==> src/rtl/vend_sequencer_if.sv <==
// Coin front-end / dispenser signal bundle for the vending sequencer.
// Optional coin_reject exists only when VEND_COIN_REJECT_EN is defined.
interface vend_sequencer_if #(
    parameter int CREDIT_W = 5
);
    logic                coin_valid;
    logic [3:0]          coin_value;
    logic                cancel;
    logic                cup_present;
    logic [CREDIT_W-1:0] credit;
    logic                cup_drop;
    logic                brew_en;
    logic                change_valid;
    logic [CREDIT_W-1:0] change_amt;
    logic                led_yellow;
    logic                led_green;
    logic                busy;
`ifdef VEND_COIN_REJECT_EN
    logic                coin_reject;
`endif

    modport master (
        output coin_valid, coin_value, cancel, cup_present,
        input  credit, cup_drop, brew_en, change_valid, change_amt,
               led_yellow, led_green, busy
`ifdef VEND_COIN_REJECT_EN
        , input coin_reject
`endif
    );

    modport slave (
        input  coin_valid, coin_value, cancel, cup_present,
        output credit, cup_drop, brew_en, change_valid, change_amt,
               led_yellow, led_green, busy
`ifdef VEND_COIN_REJECT_EN
        , output coin_reject
`endif
    );
endinterface

==> src/rtl/vend_sequencer.sv <==
// Coffee vending control FSM: credit collection, cup drop, brew, change/refund.
// Define VEND_COIN_REJECT_EN to reject (and flag) unacceptable coins instead of saturating/dropping.
module vend_sequencer #(
    parameter int PRICE          = 10,
    parameter int CREDIT_W       = 5,
    parameter int CUP_CYCLES     = 4,
    parameter int BREW_CYCLES    = 16,
    parameter int TIMEOUT_CYCLES = 64
) (
    input  logic           clk,
    input  logic           rst,
    vend_sequencer_if.slave bus
);

    localparam int PHASE_MAX = (BREW_CYCLES > CUP_CYCLES) ? BREW_CYCLES : CUP_CYCLES;
    localparam int PHASE_W   = $clog2(PHASE_MAX + 1);
    localparam int TMO_W     = $clog2(TIMEOUT_CYCLES + 1);
    localparam int SUM_W     = ((CREDIT_W > 4) ? CREDIT_W : 4) + 1;

    localparam logic [PHASE_W-1:0]  CUP_LAST   = PHASE_W'(CUP_CYCLES - 1);
    localparam logic [PHASE_W-1:0]  BREW_LAST  = PHASE_W'(BREW_CYCLES - 1);
    localparam logic [TMO_W-1:0]    TMO_LAST   = TMO_W'(TIMEOUT_CYCLES - 1);
    localparam logic [SUM_W-1:0]    CREDIT_MAX = SUM_W'((1 << CREDIT_W) - 1);
    localparam logic [CREDIT_W-1:0] PRICE_C    = CREDIT_W'(PRICE);

    typedef enum logic [2:0] {
        IDLE,
        COLLECT,
        CUP,
        BREW,
        CHANGE,
        DONE
    } state_t;

    state_t              state_q, state_d;
    logic [CREDIT_W-1:0] credit_q, credit_d;
    logic [CREDIT_W-1:0] refund_q, refund_d;
    logic [PHASE_W-1:0]  phase_q, phase_d;
    logic [TMO_W-1:0]    tmo_q, tmo_d;
    logic                vend_ok_q, vend_ok_d;

    logic                cup_drop_q, cup_drop_d;
    logic                brew_en_q, brew_en_d;
    logic                change_valid_q, change_valid_d;
    logic [CREDIT_W-1:0] change_amt_q, change_amt_d;
    logic                led_yellow_q, led_yellow_d;
    logic                led_green_q, led_green_d;
    logic                busy_q, busy_d;

    logic                coin_hit;
    logic                coin_fits;
    logic                coin_taken;
    logic [SUM_W-1:0]    coin_sum;
    logic                coin_overflow;
    logic [CREDIT_W-1:0] credit_add;
    logic [CREDIT_W-1:0] coll_credit;

    assign coin_hit      = bus.coin_valid && (bus.coin_value != 4'd0);
    assign coin_sum      = SUM_W'(credit_q) + SUM_W'(bus.coin_value);
    assign coin_overflow = (coin_sum > CREDIT_MAX);

`ifdef VEND_COIN_REJECT_EN
    logic coin_reject_q, coin_reject_d;

    // An add that would overflow is refused outright, so credit never saturates.
    assign coin_fits   = !coin_overflow;
    assign credit_add  = coin_sum[CREDIT_W-1:0];
    assign coin_reject_d = coin_hit && !coin_taken;
    assign bus.coin_reject = coin_reject_q;
`else
    assign coin_fits   = 1'b1;
    assign credit_add  = coin_overflow ? CREDIT_MAX[CREDIT_W-1:0] : coin_sum[CREDIT_W-1:0];
`endif

    assign coin_taken  = coin_hit && coin_fits && ((state_q == IDLE) || (state_q == COLLECT));
    assign coll_credit = coin_taken ? credit_add : credit_q;

    always_ff @(posedge clk or negedge rst) begin
        if (!rst) begin
            state_q        <= IDLE;
            credit_q       <= '0;
            refund_q       <= '0;
            phase_q        <= '0;
            tmo_q          <= '0;
            vend_ok_q      <= 1'b0;
            cup_drop_q     <= 1'b0;
            brew_en_q      <= 1'b0;
            change_valid_q <= 1'b0;
            change_amt_q   <= '0;
            led_yellow_q   <= 1'b0;
            led_green_q    <= 1'b0;
            busy_q         <= 1'b0;
`ifdef VEND_COIN_REJECT_EN
            coin_reject_q  <= 1'b0;
`endif
        end else begin
            state_q        <= state_d;
            credit_q       <= credit_d;
            refund_q       <= refund_d;
            phase_q        <= phase_d;
            tmo_q          <= tmo_d;
            vend_ok_q      <= vend_ok_d;
            cup_drop_q     <= cup_drop_d;
            brew_en_q      <= brew_en_d;
            change_valid_q <= change_valid_d;
            change_amt_q   <= change_amt_d;
            led_yellow_q   <= led_yellow_d;
            led_green_q    <= led_green_d;
            busy_q         <= busy_d;
`ifdef VEND_COIN_REJECT_EN
            coin_reject_q  <= coin_reject_d;
`endif
        end
    end

    always_comb begin
        state_d   = state_q;
        credit_d  = credit_q;
        refund_d  = refund_q;
        phase_d   = phase_q;
        tmo_d     = tmo_q;
        vend_ok_d = vend_ok_q;

        case (state_q)
            IDLE: begin
                if (coin_taken) begin
                    credit_d = credit_add;
                    tmo_d    = '0;
                    state_d  = COLLECT;
                end
            end

            // Cancel outranks everything; a coin in the same cycle still joins the refund.
            COLLECT: begin
                credit_d = coll_credit;
                if (bus.cancel) begin
                    refund_d  = coll_credit;
                    vend_ok_d = 1'b0;
                    state_d   = CHANGE;
                end else if (credit_q >= PRICE_C) begin
                    phase_d = '0;
                    state_d = CUP;
                end else if (coin_hit) begin
                    tmo_d = '0;
                end else if (tmo_q == TMO_LAST) begin
                    refund_d  = credit_q;
                    vend_ok_d = 1'b0;
                    state_d   = CHANGE;
                end else begin
                    tmo_d = tmo_q + 1'b1;
                end
            end

            CUP: begin
                if (phase_q == CUP_LAST) begin
                    phase_d = '0;
                    if (bus.cup_present) begin
                        state_d = BREW;
                    end else begin
                        refund_d  = credit_q;
                        vend_ok_d = 1'b0;
                        state_d   = CHANGE;
                    end
                end else begin
                    phase_d = phase_q + 1'b1;
                end
            end

            BREW: begin
                if (phase_q == BREW_LAST) begin
                    phase_d   = '0;
                    refund_d  = credit_q - PRICE_C;
                    vend_ok_d = 1'b1;
                    state_d   = CHANGE;
                end else begin
                    phase_d = phase_q + 1'b1;
                end
            end

            CHANGE: begin
                credit_d  = '0;
                refund_d  = '0;
                vend_ok_d = 1'b0;
                state_d   = vend_ok_q ? DONE : IDLE;
            end

            DONE: begin
                state_d = IDLE;
            end

            default: begin
                state_d = IDLE;
            end
        endcase

        // Outputs are decoded from the next state so they register in step with it.
        cup_drop_d     = (state_d == CUP);
        brew_en_d      = (state_d == BREW);
        led_yellow_d   = (state_d == CUP) || (state_d == BREW);
        led_green_d    = (state_d == DONE);
        busy_d         = (state_d != IDLE) && (state_d != COLLECT);
        change_valid_d = (state_d == CHANGE) && (refund_d != '0);
        change_amt_d   = change_valid_d ? refund_d : '0;
    end

    assign bus.credit       = credit_q;
    assign bus.cup_drop     = cup_drop_q;
    assign bus.brew_en      = brew_en_q;
    assign bus.change_valid = change_valid_q;
    assign bus.change_amt   = change_amt_q;
    assign bus.led_yellow   = led_yellow_q;
    assign bus.led_green    = led_green_q;
    assign bus.busy         = busy_q;

endmodule
==> src/flat_wrapper.sv <==
// flat-port wrapper written by rule: the top's interface ports become plain ports
module vend_sequencer_flat 
#(
    parameter int PRICE          = 10,
    parameter int CREDIT_W       = 5,
    parameter int CUP_CYCLES     = 4,
    parameter int BREW_CYCLES    = 16,
    parameter int TIMEOUT_CYCLES = 64
)
  (clk, rst, bus_coin_valid, bus_coin_value, bus_cancel, bus_cup_present, bus_credit, bus_cup_drop, bus_brew_en, bus_change_valid, bus_change_amt, bus_led_yellow, bus_led_green, bus_busy);
  vend_sequencer_if #(.CREDIT_W(CREDIT_W)) bus_i ();
  input  logic clk;
  input  logic rst;
  input wire logic [$bits(bus_i.coin_valid)-1:0] bus_coin_valid;
  input wire logic [$bits(bus_i.coin_value)-1:0] bus_coin_value;
  input wire logic [$bits(bus_i.cancel)-1:0] bus_cancel;
  input wire logic [$bits(bus_i.cup_present)-1:0] bus_cup_present;
  output wire logic [$bits(bus_i.credit)-1:0] bus_credit;
  output wire logic [$bits(bus_i.cup_drop)-1:0] bus_cup_drop;
  output wire logic [$bits(bus_i.brew_en)-1:0] bus_brew_en;
  output wire logic [$bits(bus_i.change_valid)-1:0] bus_change_valid;
  output wire logic [$bits(bus_i.change_amt)-1:0] bus_change_amt;
  output wire logic [$bits(bus_i.led_yellow)-1:0] bus_led_yellow;
  output wire logic [$bits(bus_i.led_green)-1:0] bus_led_green;
  output wire logic [$bits(bus_i.busy)-1:0] bus_busy;
  assign bus_i.coin_valid = bus_coin_valid;
  assign bus_i.coin_value = bus_coin_value;
  assign bus_i.cancel = bus_cancel;
  assign bus_i.cup_present = bus_cup_present;
  assign bus_credit = bus_i.credit;
  assign bus_cup_drop = bus_i.cup_drop;
  assign bus_brew_en = bus_i.brew_en;
  assign bus_change_valid = bus_i.change_valid;
  assign bus_change_amt = bus_i.change_amt;
  assign bus_led_yellow = bus_i.led_yellow;
  assign bus_led_green = bus_i.led_green;
  assign bus_busy = bus_i.busy;
  vend_sequencer #(.PRICE(PRICE), .CREDIT_W(CREDIT_W), .CUP_CYCLES(CUP_CYCLES), .BREW_CYCLES(BREW_CYCLES), .TIMEOUT_CYCLES(TIMEOUT_CYCLES)) u_core (.clk(clk), .rst(rst), .bus(bus_i));
endmodule
==> config.mk <==
export PLATFORM = sky130hd
export DESIGN_NAME = vend_sequencer_flat
export DESIGN_NICKNAME = d
export VERILOG_FILES = /design/src/rtl/vend_sequencer_if.sv /design/src/rtl/vend_sequencer.sv /design/src/flat_wrapper.sv
export SDC_FILE = /design/constraint.sdc
export NUM_CORES = 1
export LEC_CHECK = 0
export CAP_MARGIN = 20
export CORE_UTILIZATION = 45
export DETAILED_ROUTE_END_ITERATION = 12
export PLACE_DENSITY = 0.74
export SETUP_SLACK_MARGIN = 0.1
export SLEW_MARGIN = 15
export SYNTH_ARGS = -nofsm -noshare
export SYNTH_HDL_FRONTEND = slang
export SYNTH_SLANG_ARGS = --single-unit
==> constraint.sdc <==
create_clock -name clk -period 2.43 [get_ports clk]
set_input_delay 0.6075 -clock clk [delete_from_list [all_inputs] [get_ports clk]]
set_output_delay 0.6075 -clock clk [all_outputs]
set_load 0.02 [all_outputs]
==> impl_results.md <==
- Worst r2r path cells: 10
- CP Data Required Time: 2.61 ns
- Drt pass-1 iters: 4
- Cells after DPL: 359
- CTS Root Cell: clkbuf_8
- CP bufs+invs: 3
- Worst-Skew Late Latency: 0.30 ns
- Sequential fraction of the synthesis area: 42.3%
- Final setup fails: 2
- Initial antenna violation count: 0
- CP max stage delay: 0.47 ns
- Register bit count reported by yosys: 37
- Setup total negative slack: -0.130 ns
- Critical Path Sink Type: flop
- CTS tree: yes
- Worst Skew: 0.00994 ns
- DRC: 0
- Worst path arrival time: 2.72 ns
- Global Route Usage Sum: 25.8%
- Hold_buf cts: 0
- Pleak: 1.55 nW
- HPWL Detailed: 4240 um
- Fin crit period: 2.54 ns
- NumNets Final: 342
- Row count: 24
- GPL Wtd Cong: 0.884
- Detailed Route Iter0 Violations: 207
- Final hold viol count: 0
- CTS clk-pin slew, worst paths: 0.08 ns
- Slew @ Worst Pin: 0.797 ns
- Die X: 71.7 um
- Worst Hold Margin: 0.382 ns
- Relative slew slack: 46.8%
- Max cap viols: 0
- WL final: 6660 um
- Fin util: 73.5%
- H-tree levels: 2
- R2R Setup Slk: -0.11 ns
- Period utilization: 105%
- Top cell type by total area after synthesis: dfrtp_1
- RSZ-0062 raised after global routing: yes
- Count of warnings emitted by yosys: 0
- Number of global-route vias before repair: 2171
- Congestion Overflow GR: 0
- Worst path cell trace: buf_6, inv_4, ha_4, and2b_2, or3_4, buf_12, nor2_4, o21ai_2, a221o_1, o41a_1
- Cell family with most CP delay: compound AO/OA/AOI/OAI gates
- Post-route insts no fill: 376
- Most frequent cells in the layout: buf_4 (70), dfrtp_1 (35), nand2_1 (20), nor2_1 (20), clkdlybuf4s50_1 (18)
- Routed vias/inst: 5.86
- Worst Hold Class: input pin to async pin
- Sequential share of power: 24.8%
- Starting density of the core: 48.6%
- Failing checks: negative setup slack
- Power share of the clock group: 14.0%
- Worst Setup Start Kind: flop
- # clock sinks: 37
- Ratio of total power to cell area: 1210 nW/um2
- Die Ht: 71.7 um
- Top-area cell type share of the netlist area: 42.3%
- Combinational fraction of design power: 61.2%
- Post-Synthesis Cells: 225
- Synth Flop Type: dfrtp_1
- Max Clock Freq: 0.393 GHz
- VDD IR-drop max: 0.552 mV
- WS Path Type: flop to flop
- FF-to-FF Start: u_core.bus.credit[1]
- Crit path setup slack, layout: -0.112 ns
- Max Root-Sink Buffers: 2
- FF-to-FF End: u_core.bus.change_valid
- N_diodes: 0
- Total CTS buffers: 5
- Total Power: 4.01 mW
- Most common cell after layout, fill and taps aside: buf_4
- CORE AREA: 4500 um2
- Avg Cell Area, Syn: 9.72 um2
- PortBufs: 24
- Net switching power: 1.61 mW
- Mapped Nets: 244
- Post-synthesis cell type count: 54
- Pins Over Slew Limit: 0
- Post-synth EDFFs: 0
- Share of cells above drive strength 1: 42.0%
- Global-route wire length before repair: 10100 um
- Routed len/inst: 17.7 um
- Post-Syn Area: 2190 um2
- Status: finished with violations
- Sw frac: 40.1%
- Crit path max fanout: 4
- Critical path's slowest cell: dfrtp_2
- Asr flop ratio synth: 100%
- Fill cells: 312
- Largest net degree at the start of global routing: 38
- Antenna viol nets, final: 0
- Internal power: 2.40 mW
- Die area: 5140 um2
- Top cells by area, synth: dfrtp_1 (42%), ha_1 (5.1%), nor2_1 (3.8%)
- Synth-to-Final Area Change: 51.4%
- I/O Pins: 25
- DR vias: 2205
-- metrics by stage --
step / area [um2] / setup WS, ns
detailed placement: 2990 / -0.774
floorplan: 2260 / -0.202
CTS: 3240 / -0.0819
finish: 3310 / -0.112
global route: 3310 / -0.183
global placement: 2990 / -0.706
-- kinds of logic after synthesis --
group / Yosys count / synth area share [%]
AOI/OAI and AO/OA: 67 / 22.3
xor gates and xnor gates: 4 / 1.60
adders and majority gates: 10 / 6.06
buffers and inverters: 14 / 4.29
DFF: 37 / 42.3
muxes: 1 / 0.515
and+or+nand+nor: 92 / 22.9
-- state kept, by name, summed over array words and instances (netlist names) --
name                     count
u_core.bus.cup_drop          1
u_core.bus.change_amt        5
u_core.bus.credit            5
u_core.bus.led_green         1
u_core.refund_q              5
u_core.state_q               3
u_core.tmo_q                 7
u_core.bus.change_valid      1
u_core.bus.busy              1
u_core.bus.led_yellow        1
u_core.phase_q               5
u_core.bus.brew_en           1
u_core.vend_ok_q             1
-- what timing repair did --
item / CTS / global route
setup endpoints to repair: 22 / 11
pin swaps: 19 / 9
resized for setup: 42 / 10
setup buffers: 7 / 2
-- cell type report --
type / count / area [um2] / share of cell area, %
clock buffer: 6 / 82.6 / 2.49
clock inverter: 2 / 37.5 / 1.13
inverter: 8 / 32.5 / 0.982
multi-input combinational: 174 / 1370 / 41.3
sequential: 37 / 928 / 28.0
tap: 52 / 65.1 / 1.96
timing repair buffer: 97 / 798 / 24.1
-- cell usage after synthesis (2+ instances only) --
cell       count
dfrtp_1       37
nor2_1        22
nand2_1       21
o21ai_0       13
a21oi_1        9
ha_1           9
inv_1          8
nand3_1        8
nor3_1         8
a221o_1        7
o31ai_1        7
a21o_1         6
and3_1         4
clkbuf_8       4
nor2b_1        4
or3_1          4
a21o_2         3
a22o_1         3
and2_1         3
xor2_1         3
nand2b_1       2
nor2_4         2
o2111ai_1      2
o211ai_1       2
o21a_1         2
o21ai_1        2
o41a_1         2
or2_2          2
-- power by group through the flow --
stage,sequential (mW),clock [mW],combinational [mW]
CTS,0.983,0.570,2.28
floorplan,1.07,0,1.09
global route,1.02,0.585,2.63
finish,0.996,0.560,2.45
global placement,0.995,0,2.07
detailed placement,1.00,0,2.10
-- worst max path at each step --
stage / start / end / slack (ns) / depth (start not counted)
final: u_core.bus.credit[1] / u_core.bus.change_valid / -0.11 / 10
after global placement: bus_coin_value[0] / u_core.bus.change_valid / -0.71 / 8
after floorplan: bus_coin_value[0] / u_core.bus.change_valid / -0.20 / 7
after CTS: u_core.bus.credit[1] / u_core.bus.change_valid / -0.08 / 7
after global routing: u_core.bus.credit[1] / u_core.bus.change_valid / -0.18 / 10
after detailed placement: bus_coin_value[1] / u_core.bus.change_valid / -0.77 / 9
-- routing by layer --
layer	up-vias	global-route usage (%)	part of all wire [%]
met5	-	0	0
li1	1027	-	-
met1	1073	33.6	43
met2	81	40.5	48
met4	0	13.3	2.7
met3	24	5.49	6.2
Power figures use the tool's default switching activity.
